### src/rtl/input_debouncer.sv
// input_debouncer: two-flop synchroniser plus a four-state qualifier producing a clean level, settling flag and edge pulses.
// Rise/fall pulse logic exists only when DEBOUNCE_EDGE_PULSE_EN is defined; otherwise both are tied low.
module input_debouncer #(
    parameter int   STABLE_CYCLES = 4,
    parameter int   CNT_W         = 3,
    parameter logic RESET_LEVEL   = 1'b0
) (
    input  logic clk,
    input  logic rst,
    input  logic d_raw,
    output logic q,
    output logic rise,
    output logic fall,
    output logic settling
);
    typedef enum logic [1:0] {STABLE_LO, CHECK_HI, STABLE_HI, CHECK_LO} state_t;
    localparam logic [CNT_W-1:0] LAST = CNT_W'(STABLE_CYCLES - 1);
    state_t           state;
    logic             sync1, sync2;
    logic [CNT_W-1:0] cnt;
`ifndef DEBOUNCE_EDGE_PULSE_EN
    assign rise = 1'b0;
    assign fall = 1'b0;
`endif
    always_ff @(posedge clk) begin
        if (rst) begin
            sync1    <= RESET_LEVEL;
            sync2    <= RESET_LEVEL;
            q        <= RESET_LEVEL;
            settling <= 1'b0;
            cnt      <= '0;
            state    <= RESET_LEVEL ? STABLE_HI : STABLE_LO;
`ifdef DEBOUNCE_EDGE_PULSE_EN
            rise     <= 1'b0;
            fall     <= 1'b0;
`endif
        end else begin
            sync1 <= d_raw;
            sync2 <= sync1;
`ifdef DEBOUNCE_EDGE_PULSE_EN
            rise  <= 1'b0;
            fall  <= 1'b0;
`endif
            case (state)
                STABLE_LO: if (sync2) begin
                    state    <= CHECK_HI;
                    cnt      <= CNT_W'(1);
                    settling <= 1'b1;
                end
                CHECK_HI: if (!sync2) begin
                    state    <= STABLE_LO;
                    cnt      <= '0;
                    settling <= 1'b0;
                end else if (cnt == LAST) begin
                    state    <= STABLE_HI;
                    q        <= 1'b1;
                    cnt      <= '0;
                    settling <= 1'b0;
`ifdef DEBOUNCE_EDGE_PULSE_EN
                    rise     <= 1'b1;
`endif
                end else begin
                    cnt <= cnt + 1'b1;
                end
                STABLE_HI: if (!sync2) begin
                    state    <= CHECK_LO;
                    cnt      <= CNT_W'(1);
                    settling <= 1'b1;
                end
                default: if (sync2) begin
                    state    <= STABLE_HI;
                    cnt      <= '0;
                    settling <= 1'b0;
                end else if (cnt == LAST) begin
                    state    <= STABLE_LO;
                    q        <= 1'b0;
                    cnt      <= '0;
                    settling <= 1'b0;
`ifdef DEBOUNCE_EDGE_PULSE_EN
                    fall     <= 1'b1;
`endif
                end else begin
                    cnt <= cnt + 1'b1;
                end
            endcase
        end
    end
endmodule

### config.mk
export PLATFORM = sky130hd
export DESIGN_NAME = input_debouncer
export DESIGN_NICKNAME = d
export VERILOG_FILES = /design/src/rtl/input_debouncer.sv
export SDC_FILE = /design/constraint.sdc
export NUM_CORES = 1
export LEC_CHECK = 0
export CORE_AREA = 2 2 39 41
export DETAILED_ROUTE_END_ITERATION = 12
export DIE_AREA = 0 0 41 43
export DONT_BUFFER_PORTS = 1
export PLACE_DENSITY_LB_ADDON = 0.2
export SYNTH_ARGS = -nofsm -noshare
export SYNTH_HDL_FRONTEND = slang
export SYNTH_SLANG_ARGS = --single-unit
export TNS_END_PERCENT = 20
### constraint.sdc
create_clock -name clk -period 4.9 [get_ports clk]
set_clock_uncertainty 0.05 [all_clocks]
set_input_delay 0.49 -clock clk [delete_from_list [all_inputs] [get_ports clk]]
set_output_delay 0.49 -clock clk [all_outputs]
set_load 0.1 [all_outputs]
==> out/summary.txt <==
vias in the first global route: 363
# rows: 14
first-pass GRT wire length: 1560 µm
TritonCTS clock tree: built
relative slew slack: 33.0%
Die Span X: 41 µm
Area after DPL: 539 µm²
Synth Area in Simple Gates: 21.8%
clock latency on the worst-skew pair: 0.26 ns
CP endpoint kind: primary output
Max-Cap Viols: 0
Die Y: 43 µm
Multi-input gate area: 328 µm²
RD Place Congestion: 0.665
cell area after layout: 566 µm²
P_leak: 0.226 nW
post-synthesis mux area share: 6.09%
YS warnings: 0
CP Launch Point: settling$_SDFFE_PP0P_
Post-synth EDFFs: 0
Total Routing Usage GR: 13.7%
CTS Buf Count: 3
Final ANT Viol Nets: 0
hold buffers post-CTS: 0
wire per inst: 12.4 µm
HP Class: primary input to flop
largest net degree at the start of global routing: 11
Netlist cell types: 30
Setup Buffers After CTS: 0
total number of vias: 393
H-Tree Depth: 1
# fillers: 143
vias per cell: 5.38
Layout Nets: 66
Async SR Flop Fraction: 0%
WL final: 902 µm
critical path required time: 4.36 ns
crit path to: settling
synthesis-to-layout area growth: 5.85%
detailed placement HPWL: 672 µm
Max Slew Vio Count: 0
reg-to-reg critical path endpoint: settling$_SDFFE_PP0P_
synthesized flop and latch total: 9
WP depth: 0
FF-to-FF setup slack: 3.24 ns
Cells after Synth: 55
status: finished clean
post-CTS sizing: 0
IO buf count: 0
Cell Pwr Density: 270 mW/mm²
final std cells w/o fill: 73
FF-to-FF path depth: 5
core outline area: 0.00138 mm²
most common cell after layout, fill and taps aside: dfxtp_1
Slew @ Worst Pin: 1.00 ns
post-synthesis compound-gate area fraction: 20.4%
crit path DAT: 1.24 ns
CP startpoint kind: flop
clk root buf: clkbuf_4
I/O pins: 7
Setup CP Type: flop to primary output
Max Fclk: 0.561 GHz
Max FO, Critical Path: 3
Post-Syn Area per Cell: 9.71 µm²
worst ir drop on vdd: 0.000171 V
Initial Utilization: 38.6%
Final Critical Period: 1.78 ns
clock sinks: 9
Top FF cell, synth: dfxtp_1
Clock Pin Slew Worst Setup and Hold Paths: 0.06 ns
Antenna diodes: 0
total gr overflow: 0
largest family of logic cells by synthesized area: simple AND/OR/NAND/NOR gates
period utilisation layout: 36.4%
placed cells: 69
share of cells above drive strength 1: 14.0%
Die Area: 0.00176 mm²
maximum buffer depth of the clock tree: 2
setup TNS: 0 ns
RSZ-0062 raised after global routing: false
Register Area: 180 µm²
reg2reg start: state[0]$_SDFFE_PP0P_
DRT Pass-1 Iters: 4
initial antenna violation count: 0
Final Setup Violations: 0
Synth Area in XOR/XNOR: 0%
DRC: 0
synthesized cell area: 534 µm²
most frequent cells in the layout: 9 x dfxtp_1, 5 x ha_1, 4 x nor2b_1, 4 x nand2b_1
register area share after synthesis: 33.7%
final hold vios: 0
DR iter-0 viols: 7
Synth Area in Adders: 11.7%
-- final cells by class --
type | count | share of cell area, %
multi-input cells | 41 | 58.0
clock buffers | 4 | 4.65
flip-flops and latches | 9 | 31.9
well taps | 16 | 3.54
inverters | 3 | 1.99
-- Yosys cell counts (2+ instances only) --
master / count / share of area [%]
a21oi_1: 2 / 1.9
a31oi_1: 2 / 2.3
buf_4: 2 / 2.8
dfxtp_1: 9 / 34
ha_1: 5 / 12
inv_1: 3 / 2.1
nand2b_1: 4 / 4.7
nor2_1: 2 / 1.4
nor2b_1: 4 / 4.7
o211ai_1: 2 / 2.8
-- cell families after synthesis --
group | count (synthesis)
buf+inv | 6
fa+ha+maj | 5
flops | 9
simple gates | 17
mux | 2
compound gates | 15
other cells | 1
-- routing by layer --
layer | global-route usage (%) | share of wire [%] | routed length, µm
met3 | 2.62 | 6.9 | 62
met5 | 0 | 0 | 0
met2 | 16.9 | 48 | 434
met4 | 12.0 | 1.6 | 14
met1 | 19.2 | 43 | 390
-- per-stage QoR --
stage	total power [mW]	hold WS [ns]	setup WS, ns	util (%)
6_report	0.153	0.242	3.12	40.9
5_1_grt	0.158	0.235	3.10	40.9
4_1_cts	0.155	0.236	3.11	40.9
3_5_place_dp	0.0974	0.380	3.24	39.0
3_3_place_gp	0.0974	0.374	3.27	39.0
2_1_floorplan	0.0981	0.364	3.37	-
-- power by group --
group | switching (mW) | internal, mW
registers | 0.00584 | 0.0752
logic | 0.0102 | 0.00455
clock network | 0.0253 | 0.0313
-- worst min path at each step --
stage | cells past startpoint | startpoint | to
CTS | 1 | rst | cnt[1]$_SDFFE_PP0P_
global placement | 1 | sync1$_SDFF_PP0_ | sync2$_SDFF_PP0_
global route | 1 | rst | cnt[1]$_SDFFE_PP0P_
finish | 1 | rst | cnt[1]$_SDFFE_PP0P_
floorplan | 1 | sync1$_SDFF_PP0_ | sync2$_SDFF_PP0_
detailed placement | 1 | sync1$_SDFF_PP0_ | sync2$_SDFF_PP0_
(Power assumes the default switching activity.)
